### config.mk
export PLATFORM = sky130hd
export DESIGN_NAME = wb_commit_queue
export DESIGN_NICKNAME = d
export VERILOG_FILES = /design/src/rtl/wb_commit_queue.sv
export SDC_FILE = /design/constraint.sdc
export NUM_CORES = 1
export LEC_CHECK = 0
export CORE_ASPECT_RATIO = 0.75
export CORE_MARGIN = 2
export CORE_UTILIZATION = 45
export DETAILED_ROUTE_END_ITERATION = 8
export PLACE_DENSITY = 0.69
export SLEW_MARGIN = 15
export SYNTH_ARGS = -nofsm -noshare
export SYNTH_HDL_FRONTEND = slang
export SYNTH_SLANG_ARGS = --single-unit
### constraint.sdc
create_clock -name clk -period 5.8 [get_ports clk]
set_clock_uncertainty 0.2 [all_clocks]
set_input_delay 1.45 -clock clk [delete_from_list [all_inputs] [get_ports clk]]
set_output_delay 1.45 -clock clk [all_outputs]
set_load 0.1 [all_outputs]
### src/rtl/wb_commit_queue.sv
// Writeback commit queue: buffers up to two in-order results per cycle from the
// execution pipes and drains up to two per cycle onto the register file's
// p1/p2 write ports. Adjacent results to the same register are merged so that
// both ports never target one register in the same cycle. A combinational
// forwarding lookup covers every pending result, including the write-port
// registers.
// Optional build macro: WBQ_STATS_EN adds saturating merge_cnt/stall_cnt outputs.
module wb_commit_queue #(
  parameter int DEPTH  = 8,
  parameter int DATA_W = 32,
  parameter int ADDR_W = 5
) (
  input  logic                     clk,
  input  logic                     rst,
  input  logic                     in0_valid,
  input  logic [ADDR_W-1:0]        in0_reg,
  input  logic [DATA_W-1:0]        in0_data,
  input  logic                     in1_valid,
  input  logic [ADDR_W-1:0]        in1_reg,
  input  logic [DATA_W-1:0]        in1_data,
  output logic                     in_ready,
  input  logic                     drain_en,
  output logic                     reg_write_p1,
  output logic [ADDR_W-1:0]        wr_reg_p1,
  output logic [DATA_W-1:0]        wr_data_p1,
  output logic                     reg_write_p2,
  output logic [ADDR_W-1:0]        wr_reg_p2,
  output logic [DATA_W-1:0]        wr_data_p2,
  input  logic [ADDR_W-1:0]        fwd_reg,
  output logic                     fwd_hit,
  output logic [DATA_W-1:0]        fwd_data,
  output logic [$clog2(DEPTH):0]   count,
`ifdef WBQ_STATS_EN
  output logic                     empty,
  output logic [15:0]              merge_cnt,
  output logic [15:0]              stall_cnt
`else
  output logic                     empty
`endif
);

  localparam int PTR_W = $clog2(DEPTH);
  localparam int CNT_W = PTR_W + 1;

  // Entry storage; validity is implied by head/count, so no reset is needed.
  logic [ADDR_W-1:0] reg_mem_q  [DEPTH];
  logic [DATA_W-1:0] data_mem_q [DEPTH];

  logic [PTR_W-1:0]  head_q, head_d;
  logic [PTR_W-1:0]  tail_q, tail_d;
  logic [CNT_W-1:0]  count_q, count_d;

  logic              p1_v_q, p1_v_d;
  logic [ADDR_W-1:0] p1_reg_q, p1_reg_d;
  logic [DATA_W-1:0] p1_data_q, p1_data_d;
  logic              p2_v_q, p2_v_d;
  logic [ADDR_W-1:0] p2_reg_q, p2_reg_d;
  logic [DATA_W-1:0] p2_data_q, p2_data_d;

  logic              ready_c;
  logic              st0_c, st1_c;
  logic [PTR_W-1:0]  in1_slot_c;
  logic [PTR_W-1:0]  head1_c;
  logic [CNT_W-1:0]  n_store_c, n_pop_c;
  logic              merge_c;

  logic              fwd_hit_c;
  logic [DATA_W-1:0] fwd_data_c;

  // Enqueue/drain decision and next-state for pointers and write ports.
  always_comb begin
    ready_c    = (count_q <= CNT_W'(DEPTH - 2));
    st0_c      = ready_c & in0_valid & (in0_reg != '0);
    st1_c      = ready_c & in1_valid & (in1_reg != '0);
    n_store_c  = CNT_W'(st0_c) + CNT_W'(st1_c);
    in1_slot_c = tail_q + PTR_W'(st0_c);
    head1_c    = head_q + PTR_W'(1);

    n_pop_c   = '0;
    merge_c   = 1'b0;
    p1_v_d    = 1'b0;
    p1_reg_d  = p1_reg_q;
    p1_data_d = p1_data_q;
    p2_v_d    = 1'b0;
    p2_reg_d  = p2_reg_q;
    p2_data_d = p2_data_q;

    if (drain_en && (count_q != '0)) begin
      if (count_q == CNT_W'(1)) begin
        // Lone entry goes out on p1.
        n_pop_c   = CNT_W'(1);
        p1_v_d    = 1'b1;
        p1_reg_d  = reg_mem_q[head_q];
        p1_data_d = data_mem_q[head_q];
      end else if (reg_mem_q[head_q] == reg_mem_q[head1_c]) begin
        // Same destination: the older value is dead, only the younger is written.
        n_pop_c   = CNT_W'(2);
        merge_c   = 1'b1;
        p2_v_d    = 1'b1;
        p2_reg_d  = reg_mem_q[head1_c];
        p2_data_d = data_mem_q[head1_c];
      end else begin
        n_pop_c   = CNT_W'(2);
        p1_v_d    = 1'b1;
        p1_reg_d  = reg_mem_q[head_q];
        p1_data_d = data_mem_q[head_q];
        p2_v_d    = 1'b1;
        p2_reg_d  = reg_mem_q[head1_c];
        p2_data_d = data_mem_q[head1_c];
      end
    end

    head_d  = head_q + PTR_W'(n_pop_c);
    tail_d  = tail_q + PTR_W'(n_store_c);
    count_d = count_q + n_store_c - n_pop_c;
  end

  // Write accepted results into the free slots at the tail (in0 first).
  always_ff @(posedge clk) begin
    if (st0_c) begin
      reg_mem_q[tail_q]  <= in0_reg;
      data_mem_q[tail_q] <= in0_data;
    end
    if (st1_c) begin
      reg_mem_q[in1_slot_c]  <= in1_reg;
      data_mem_q[in1_slot_c] <= in1_data;
    end
  end

  // Pointer, occupancy and write-port registers; reset flushes everything.
  always_ff @(posedge clk or posedge rst) begin
    if (rst) begin
      head_q    <= '0;
      tail_q    <= '0;
      count_q   <= '0;
      p1_v_q    <= 1'b0;
      p1_reg_q  <= '0;
      p1_data_q <= '0;
      p2_v_q    <= 1'b0;
      p2_reg_q  <= '0;
      p2_data_q <= '0;
    end else begin
      head_q    <= head_d;
      tail_q    <= tail_d;
      count_q   <= count_d;
      p1_v_q    <= p1_v_d;
      p1_reg_q  <= p1_reg_d;
      p1_data_q <= p1_data_d;
      p2_v_q    <= p2_v_d;
      p2_reg_q  <= p2_reg_d;
      p2_data_q <= p2_data_d;
    end
  end

  // Forwarding: scan oldest to youngest so the youngest match overwrites.
  always_comb begin
    fwd_hit_c  = 1'b0;
    fwd_data_c = '0;
    if (fwd_reg != '0) begin
      if (p1_v_q && (p1_reg_q == fwd_reg)) begin
        fwd_hit_c  = 1'b1;
        fwd_data_c = p1_data_q;
      end
      if (p2_v_q && (p2_reg_q == fwd_reg)) begin
        fwd_hit_c  = 1'b1;
        fwd_data_c = p2_data_q;
      end
      for (int i = 0; i < DEPTH; i++) begin
        if ((CNT_W'(i) < count_q) && (reg_mem_q[head_q + PTR_W'(i)] == fwd_reg)) begin
          fwd_hit_c  = 1'b1;
          fwd_data_c = data_mem_q[head_q + PTR_W'(i)];
        end
      end
    end
  end

  assign in_ready     = ready_c;
  assign reg_write_p1 = p1_v_q;
  assign wr_reg_p1    = p1_reg_q;
  assign wr_data_p1   = p1_data_q;
  assign reg_write_p2 = p2_v_q;
  assign wr_reg_p2    = p2_reg_q;
  assign wr_data_p2   = p2_data_q;
  assign fwd_hit      = fwd_hit_c;
  assign fwd_data     = fwd_data_c;
  assign count        = count_q;
  assign empty        = (count_q == '0);

`ifdef WBQ_STATS_EN
  logic [15:0] merge_cnt_q, merge_cnt_d;
  logic [15:0] stall_cnt_q, stall_cnt_d;

  function automatic logic [15:0] sat_inc16(input logic [15:0] v);
    return (v == 16'hFFFF) ? v : v + 16'd1;
  endfunction

  // Next values of the statistics counters.
  always_comb begin
    merge_cnt_d = merge_c ? sat_inc16(merge_cnt_q) : merge_cnt_q;
    stall_cnt_d = (!ready_c && (in0_valid || in1_valid)) ? sat_inc16(stall_cnt_q) : stall_cnt_q;
  end

  // Statistics counter registers.
  always_ff @(posedge clk or posedge rst) begin
    if (rst) begin
      merge_cnt_q <= '0;
      stall_cnt_q <= '0;
    end else begin
      merge_cnt_q <= merge_cnt_d;
      stall_cnt_q <= stall_cnt_d;
    end
  end

  assign merge_cnt = merge_cnt_q;
  assign stall_cnt = stall_cnt_q;
`endif

endmodule

; ---- Yosys cells after proc, flatten, opt, wreduce, memory -nomap -nowiden
; Memories as Yosys holds them, arrays and structs flattened.
; Index checks and enable logic that the tools add are counted.
; W data, S select, Z words.
[op_classes]
order_cmp = 9
eq_ne = 13
n_bitwise = 5
n_addsub = 13
mux = 37
reduce_logical = 18
[op_table]
columns = operator, count
row1 = $mux W32, 13
row2 = $eq A5 B5 Y1, 11
row3 = $mux W1, 20
row4 = $lt A3 B4 Y1 const A, 4
row5 = $reduce_bool A5 Y1, 3
row6 = $add A3 B3 Y3 const B, 4
row7 = $logic_and A1 B1 Y1, 11
row8 = $mux W5, 2
row9 = $lt A1 B4 Y1 const A, 2
row10 = $lt A2 B4 Y1 const A, 2
row11 = $add A3 B2 Y3 const B, 2
row12 = $add A4 B2 Y4, 1
row13 = $and A1 B1 Y1, 4
row14 = $eq A4 B1 Y1 const B, 1
row15 = $le A4 B3 Y1 const B, 1
row16 = $logic_not A4 Y1, 1
row17 = $mux W2, 2
row18 = $reduce_and A2 Y1, 2
row19 = $reduce_bool A4 Y1, 1
row20 = $sub A4 B4 Y4, 1
row21 = $add A3 B1 Y3, 1
row22 = $add A3 B1 Y3 const B, 1
row23 = $add A3 B2 Y3, 1
row24 = $add A3 B3 Y3, 1
row25 = other kinds (3), 3
[totals]
register_bits = 86
elab_cells = 106
out_inout_bits = 115
mem_bits_rw = 296
mem_count = 2
inputBits = 84
[memory_table]
columns = name, words, word_bits, read_ports, rd_ports_with_merged_regs, write_ports, line_no
row1 = data_mem_q, 8, 32, 8, 0, 2, 47  ; logic [DATA_W-1:0] data_mem_q [DEPTH];
row2 = reg_mem_q, 8, 5, 8, 0, 2, 46  ; logic [ADDR_W-1:0] reg_mem_q [DEPTH];

; ---- Longest topological paths before layout
; Gate-level depths: netlist of the first run.
[depth]
depth_word = 13
ltp_mapped = 16
depth_no_buf = 14

; ---- Worst setup path before layout of the first run
; OpenSTA, ideal clock, no wires.
[synth_timing]
path_type = in2out
startpoint = in fwd_reg[4]
endpoint = out fwd_data[9]
path_stages = 10
required_time_ps = 4150
t_arrival_ps = 6231
path_buffers = 3
path_slack_ps = -2081
cell_sequence = buf_2 xor2_1 nor4_1 nand3_1 and2_1 clkbuf_1 clkbuf_1 o311ai_0 a221oi_1 nor4_1
[synth_via]
elab_chain_len = 13
word_cells_on_any_way = 32
cone_classes = eq/ne: 10 / mux: 11 / reduce/logical: 11
[synth_lines]
columns = element, line_no
row1 = "start, declared", 29  ; input logic [ADDR_W-1:0] fwd_reg,
row2 = $eq A5 B5 Y1, 160  ; if (p1_v_q && (p1_reg_q == fwd_reg)) begin
row3 = $logic_and A1 B1 Y1, 160
row4 = $mux W32, 160
row5 = $mux W32, 164  ; if (p2_v_q && (p2_reg_q == fwd_reg)) begin
row6 = $mux W32 (8 in series), 169  ; if ((CNT_W'(i) < count_q) && (reg_mem_q[head_q + PTR_W'(i)] == fwd_reg)) begin
row7 = $mux W32 (*), 159  ; if (fwd_reg != '0) begin
row8 = "end, declared", 31  ; output logic [DATA_W-1:0] fwd_data,
; Mark *: on every way between the ends. The rest lies on a longest branch, timed or not.

; ---- Final worst setup path of the first run
[layout_timing]
startpoint = reg head_q[0]
endpoint = out fwd_data[30]
[layout_via]
elab_chain_len = 12
word_cells_on_any_way = 34
cone_classes = add/sub: 7 / eq/ne: 8 / mux: 9 / reduce/logical: 8 / memory: 2
[layout_lines]
columns = element, line_no
row1 = "start, declared", 49  ; logic [PTR_W-1:0] head_q, head_d;
row2 = "start signal, assigned", 133  ; head_q <= '0;
row3 = "start signal, assigned", 143  ; head_q <= head_d;
row4 = $add A3 B1 Y3 or $mem_v2 Z8 W5 (tied branches), n/a
row5 = $mem_v2 Z8 W5 or $eq A5 B5 Y1 (tied branches), n/a
row6 = $eq A5 B5 Y1 or $logic_and A1 B1 Y1 (tied branches), 169
row7 = $logic_and A1 B1 Y1 or $mux W32 (tied branches), 169
row8 = $mux W32 (6 in series), 169
row9 = $mux W32 (*), 169
row10 = $mux W32 (*), 159
; Marks and branches as above.

==> results of run 1 <==
[logic make-up after synthesis]
kind of cell	share of synthesized area
flip-flops	0.344
AO/OA/AOI/OAI	0.0786
XOR/XNOR	0.0176
AND/OR/NAND/NOR	0.0551
buffers and inverters	0.0473
adder cells (fa/ha/maj)	0.00755
multiplexers	0.450
[flip-flops by register name, indices dropped and copies added, names as in the netlist, 3 cells and up]
signal	flops
data_mem_q	256
reg_mem_q	40
wr_data_p1	32
wr_data_p2	32
wr_reg_p1	5
wr_reg_p2	5
count	4
head_q	3
tail_q	3
[per-stage QoR]
stage | instance area [µm²] | setup WS, ps | std cells
2_1_floorplan | 32400 | -238 | 2455
3_3_place_gp | 36700 | -254 | 3493
3_5_place_dp | 36700 | -330 | 3493
4_1_cts | 38900 | -45.1 | 3613
5_1_grt | 39400 | -206 | 3631
6_report | 39400 | -152 | 3632
[cells in the final DEF, fill, tap and decap left out, types with 6 or more instances in the layout]
cell	n
a211oi_4	31
a21oi_1	30
a21oi_2	8
a311o_1	31
a31oi_1	25
a31oi_2	7
buf_12	88
buf_16	9
buf_4	116
buf_6	12
clkbuf_1	7
clkbuf_16	54
clkdlybuf4s50_1	157
clkinv_2	12
dfrtp_1	83
edfxtp_1	296
ha_1	12
inv_1	55
mux2_2	488
mux2i_1	209
mux4_2	300
nand2_1	81
nand3_1	34
nand3b_1	7
nand4_1	69
nor2_1	32
nor2_2	8
nor2_4	6
nor3_1	41
nor3b_1	11
nor4_2	7
o211ai_1	66
o21ai_0	7
o22ai_1	60
o31a_1	32
xnor2_1	35
xor2_1	20
[worst max-delay path by stage]
stage / startpoint / endpoint / slack [ps] / cells past startpoint
after detailed placement: fwd_reg[3] / fwd_data[16] / -330 / 13
after global placement: fwd_reg[3] / fwd_data[17] / -250 / 13
after floorplan: fwd_reg[0] / fwd_data[9] / -240 / 10
final: head_q[0]$_DFF_PP0_ / fwd_data[30] / -150 / 15
after global routing: head_q[0]$_DFF_PP0_ / fwd_data[22] / -210 / 15
after CTS: head_q[0]$_DFF_PP0_ / fwd_data[22] / -50 / 14
[routing by layer]
layer  wire, µm  up-vias  track usage
met2      51500     2127        0.460
li1           -    10400            -
met4       6750       34        0.153
met3      19300      499        0.129
met5        275        -            0
met1      44900    13100        0.422
[cell type report]
type	count	share of cell area
clock buffers	56	0.0309
clock inverters	24	0.00702
repair buffers	404	0.128
diodes	5	0.000318
well taps	946	0.0300
inverters	60	0.00597
multi-input cells	1755	0.517
flip-flops and latches	382	0.281
[repair_timing]
item	in CTS	in global routing
setup buffers	33	5
hold buffers	0	0
resized for setup	70	43
gates cloned	8	10
setup endpoints to repair	33	33
pin swaps	37	45
[Yosys cell counts, drive strengths merged, types with 6 or more instances]
| cell type | count |
|---|---|
| a211oi | 32 |
| nand3b | 7 |
| o21ai | 11 |
| dfrtp | 86 |
| o211ai | 66 |
| mux2i | 212 |
| xor2 | 22 |
| buf | 172 |
| a21oi | 39 |
| nand2 | 83 |
| ha | 13 |
| and3 | 6 |
| a311o | 31 |
| nand4 | 69 |
| nand3 | 40 |
| a31oi | 33 |
| nor2 | 46 |
| mux4 | 301 |
| nor3b | 12 |
| clkbuf | 84 |
| nor3 | 47 |
| mux2 | 492 |
| xnor2 | 41 |
| nor4 | 10 |
| inv | 58 |
| o31a | 32 |
| edfxtp | 296 |
| o22ai | 62 |
[critical path: stages (launching register included)]
cell	delay, ps
dfrtp_4	490
inv_8	40
ha_4	350
buf_4	150
buf_12	140
buf_8	120
mux4_2	340
xnor2_1	240
a31oi_2	160
nor4_4	380
nand2b_4	280
buf_6	160
buf_16	170
nor2_2	70
a211oi_4	350
buf_12	220
==> run_results.csv, run 1 <==
group,metric,value,unit
worst_setup_path,crit_type,"reg -> out",
floorplan,rows,84,
worst_setup_path,rrSetupSlack,880,ps
synthesis,synthFlopType,"edfxtp_1",
timing,setup_viol,32,
floorplan,die_area,0.0736,mm²
worst_setup_path,cp.arrival,4300,ps
cells_and_area,multiInputGateArea,0.0204,mm²
synthesis,synth_nets,2556,
outcome,violations,"setup timing",
hold_path,hp-class,"reg -> reg",
global_route,grt_antenna_before_repair,20,
route,via_per_inst,7.20,
timing,hold_violations,0,
floorplan,dieWidth,313,µm
hold_path,min_to,"wr_data_p2[8]$_DFFE_PP0P_",
cells_and_area,synthToLayoutAreaGrowth,22.6,%
route,drt-total-wl,123000,µm
timing,post-route-period-util,1.03,
cells_and_area,seq_area,0.0111,mm²
hold_path,whs_path_depth,1,
place,dp_hpwl,76600,µm
clock_network,clockBufferDepth,3,
global_route,grt-ovfl-total,0,
place,gp_congestion,0.946,
clock_network,h-tree-depth,2,
synthesis,synth_edf_count,296,
timing,tns,-2580,ps
cells_and_area,utilization,0.559,
clock_network,cts_buffers,43,
cells_and_area,num-nets-final,2747,
route,dr_total_vias,26100,
timing,finalCriticalPeriod,5950,ps
timing,setup_slack,-152,ps
synthesis,yosysSeqAreaShare,0.344,
floorplan,pin_count,199,
place,io_buffers,198,
worst_setup_path,timing.rr.start,"count[3]$_DFF_PP0_",
run,maxCapViolCount,0,
clock_network,cts.sinks,382,
timing,slew_headroom,0.157,
clock_network,clkLatencyLatePin,620,ps
route,drt-wirelength-per-cell,33.8,µm
cells_and_area,n_fill_cell,5543,
synthesis,yosys_warnings,0,
clock_network,cts_tree,"built",
global_route,grt_pass1_vias,25700,
synthesis,async_reset_ff_frac,0.225,
timing,fmax,168,MHz
worst_setup_path,worst_ep_required_time,4150,ps
floorplan,start_util,0.456,
global_route,grt_max_degree,145,
synthesis,syn_area,0.0321,mm²
outcome,outcome,"finished with violations",
worst_setup_path,reg2reg_depth,11,
timing,rsz0062_at_grt,"yes",
synthesis,syn_area_per_cell,13.1,µm²
synthesis,ys_seq_elements,382,
route,antenna_left,0,
route,dr.first_iter.drc_count,3557,
worst_setup_path,critPathLaunchType,"flop",
global_route,track_usage,0.321,
timing,worst_slew_pin_slew,1260,ps
synthesis,yosysTopAreaCell,"edfxtp_1",
worst_setup_path,cp_max_fo,11,
global_route,grt_pass1_wl,175000,µm
synthesis,yosys.area.top_type_share,0.277,
synthesis,synth_cell_types,74,
floorplan,die_h,235,µm
synthesis,synth.area.top_cells,"edfxtp_1 (28%), mux4_2 (21%), mux2_2 (17%)",
clock_network,clockRootBuffer,"clkbuf_16",
cells_and_area,final_layout_size_suffix_gt1_frac,0.462,
synthesis,synth_cells,2455,
worst_setup_path,r2r_end,"data_mem_q[0][14]$_DFFE_PP_",
floorplan,coreArea,0.0704,mm²
route,drc,0,
timing,finalMaxSlewViolations,0,
worst_setup_path,worstSetupEndpointType,"output port",
route,dr.pass1.iters,6,
clock_network,clk_pin_slew,60,ps
hold_path,hp-start,"wr_data_p2[8]$_DFFE_PP0P_",
timing,hold_slack,338,ps
Power of run 1 is not shown: default switching activity piles up to over one toggle a cycle in this logic, so the estimate is an artifact.
==> run 2, diff against run 1 <==
--- a/config.mk
+++ b/config.mk
@@ -6,7 +6,6 @@
 export NUM_CORES = 1
 export LEC_CHECK = 0
 export CORE_ASPECT_RATIO = 0.75
-export CORE_MARGIN = 2
 export CORE_UTILIZATION = 45
 export DETAILED_ROUTE_END_ITERATION = 8
 export PLACE_DENSITY = 0.69
@@ -14,3 +13,4 @@
 export SYNTH_ARGS = -nofsm -noshare
 export SYNTH_HDL_FRONTEND = slang
 export SYNTH_SLANG_ARGS = --single-unit
+export TNS_END_PERCENT = 30
==> run 2 against run 1 <==
The flow still finishes with violations (setup timing). Sequential cell count unchanged. Largest cell class unchanged. Core utilization up 0.59 points. Worst hold slack better by 6.1 ps. Critical path depth up 1.
==> run_results.csv, run 2 (synthesis gave the netlist of run 1 again) <==
group,metric,value,unit
outcome,outcome,"finished with violations",
outcome,violations,"setup timing",
cells_and_area,largest_reg_flops,256,
cells_and_area,layout_common_cells,"mux2_2 (488), mux4_2 (300), edfxtp_1 (296), mux2i_1 (207), clkdlybuf4s50_1 (157)",
cells_and_area,multiInputGateArea,0.0204,mm²
timing,setup_viol,32,
timing,post-route-period-util,1.02,
cells_and_area,n_fill_cell,5520,
clock_network,h-tree-depth,2,
timing,fmax,169,MHz
global_route,grt_pass1_wl,176000,µm
clock_network,cts_buffers,44,
global_route,grt_antenna_before_repair,14,
worst_setup_path,cp_max_fo,15,
hold_path,whs_path_depth,2,
cells_and_area,top_register,"data_mem_q",
route,drt-total-wl,121000,µm
worst_setup_path,worstSetupEndpointType,"output port",
worst_setup_path,timing.rr.start,"count[3]$_DFF_PP0_",
timing,worst_slew_pin_slew,1180,ps
floorplan,die_h,233,µm
global_route,grt_pass1_vias,25800,
route,dr_total_vias,26200,
global_route,grt_max_degree,81,
place,pre_cts_ws,-502,ps
timing,setup_slack,-131,ps
cells_and_area,final_layout_size_suffix_gt1_frac,0.471,
place,dp_hpwl,77700,µm
hold_path,min_to,"wr_reg_p2[1]$_DFFE_PP0P_",
floorplan,start_util,0.457,
worst_setup_path,critPathLaunchType,"flop",
cells_and_area,num-nets-final,2776,
clock_network,cts.sinks,382,
timing,hold_slack,344,ps
timing,tns,-1890,ps
timing,finalMaxSlewViolations,0,
cells_and_area,reg_top3,"data_mem_q (256), reg_mem_q (40)",
cells_and_area,layout_commonest_cell,"mux2_2",
place,io_buffers,198,
timing,slew_headroom,0.212,
timing,finalCriticalPeriod,5930,ps
clock_network,clockRootBuffer,"clkbuf_16",
cells_and_area,synthToLayoutAreaGrowth,23.7,%
route,dr.pass1.iters,6,
clock_network,cts_tree,"built",
place,gp_congestion,0.935,
worst_setup_path,cp.arrival,4280,ps
place,place_area,0.0370,mm²
run,maxCapViolCount,0,
route,drt-wirelength-per-cell,33.1,µm
hold_path,hp-class,"reg -> reg",
global_route,track_usage,0.328,
floorplan,dieWidth,311,µm
worst_setup_path,rrSetupSlack,1410,ps
cells_and_area,final_cell_area,0.0398,mm²
cells_and_area,seq_area,0.0111,mm²
worst_setup_path,r2r_end,"reg_mem_q[2][1]$_DFFE_PP_",
global_route,grt-ovfl-total,0,
floorplan,pin_count,199,
worst_setup_path,crit_type,"reg -> out",
hold_path,hp-start,"wr_reg_p2[1]$_DFFE_PP0P_",
route,antenna_left,0,
timing,hold_violations,0,
route,via_per_inst,7.15,
route,dr.first_iter.drc_count,3399,
clock_network,clk_pin_slew,70,ps
clock_network,clkLatencyLatePin,600,ps
timing,rsz0062_at_grt,"yes",
worst_setup_path,reg2reg_depth,11,
worst_setup_path,worst_ep_required_time,4150,ps
floorplan,die_area,0.0725,mm²
route,drc,0,
clock_network,clockBufferDepth,3,
floorplan,coreArea,0.0703,mm²
clock_network,hold_buffers,0,
floorplan,rows,84,
## run 2: changes by cell type in the layout (fill, tap and decap cells not counted), sizes merged
cell         previous run  this run
diode                   5         6
bufinv                  5         8
bufbuf                  4         5
clkbuf                 64        57
dlygate4sd2             5         2
clkinv                 16        17
buf                   230       264
## run 2: how the worst max path moves through the flow
stage	endpoint	start	slack, ps
floorplan	fwd_data[20]	fwd_reg[2]	-400
global placement	fwd_data[9]	fwd_reg[4]	-440
detailed placement	fwd_data[9]	fwd_reg[4]	-500
CTS	fwd_data[16]	head_q[0]$_DFF_PP0_	-50
global route	fwd_data[2]	fwd_reg[4]	-150
finish	fwd_data[7]	head_q[0]$_DFF_PP0_	-130
## run 2: metrics by stage
| stage | instances | utilization |
|---|---|---|
| after CTS | 3638 | 0.560 |
| final | 3662 | 0.565 |
| after floorplan | 2455 | - |
| after global placement | 3519 | 0.526 |
| after global routing | 3660 | 0.565 |
| after detailed placement | 3519 | 0.526 |
## run 2: cell type report
| class | instances | area share |
|---|---|---|
| Antenna cell | 6 | 0.000378 |
| Clock buffer | 53 | 0.0290 |
| Clock inverter | 28 | 0.00900 |
| Inverter | 60 | 0.00585 |
| Multi-Input combinational cell | 1755 | 0.514 |
| Sequential cell | 382 | 0.278 |
| Tap cell | 946 | 0.0298 |
| Timing Repair Buffer | 432 | 0.134 |
## run 2: what timing repair did
item	CTS	global route
cloned	9	1
endpoints found under the hold margin	0	0
buffers inserted	30	21
resized for setup	89	58
setup endpoints to repair	33	33
pin swaps	30	41
## run 2: worst max-delay path, cell delays in order (launching register included)
cell,delay (ps)
dfrtp_4,450
inv_4,50
ha_4,340
buf_6,160
buf_6,100
mux4_2,340
buf_4,180
o21ai_2,130
a2111oi_2,50
o211ai_1,350
buf_4,250
buf_12,200
nor3_1,60
a31oi_1,180
o211ai_1,160
a211oi_4,430
buf_12,230
## run 2: per-layer routing
| metal | GRT usage | wire (µm) | vias to the layer above |
|---|---|---|---|
| li1 | - | - | 10400 |
| met1 | 0.451 | 46900 | 13300 |
| met2 | 0.482 | 52000 | 2046 |
| met3 | 0.101 | 17200 | 386 |
| met4 | 0.131 | 4990 | 14 |
| met5 | 0 | 95 | - |
Power of run 2 is left out for the same reason.
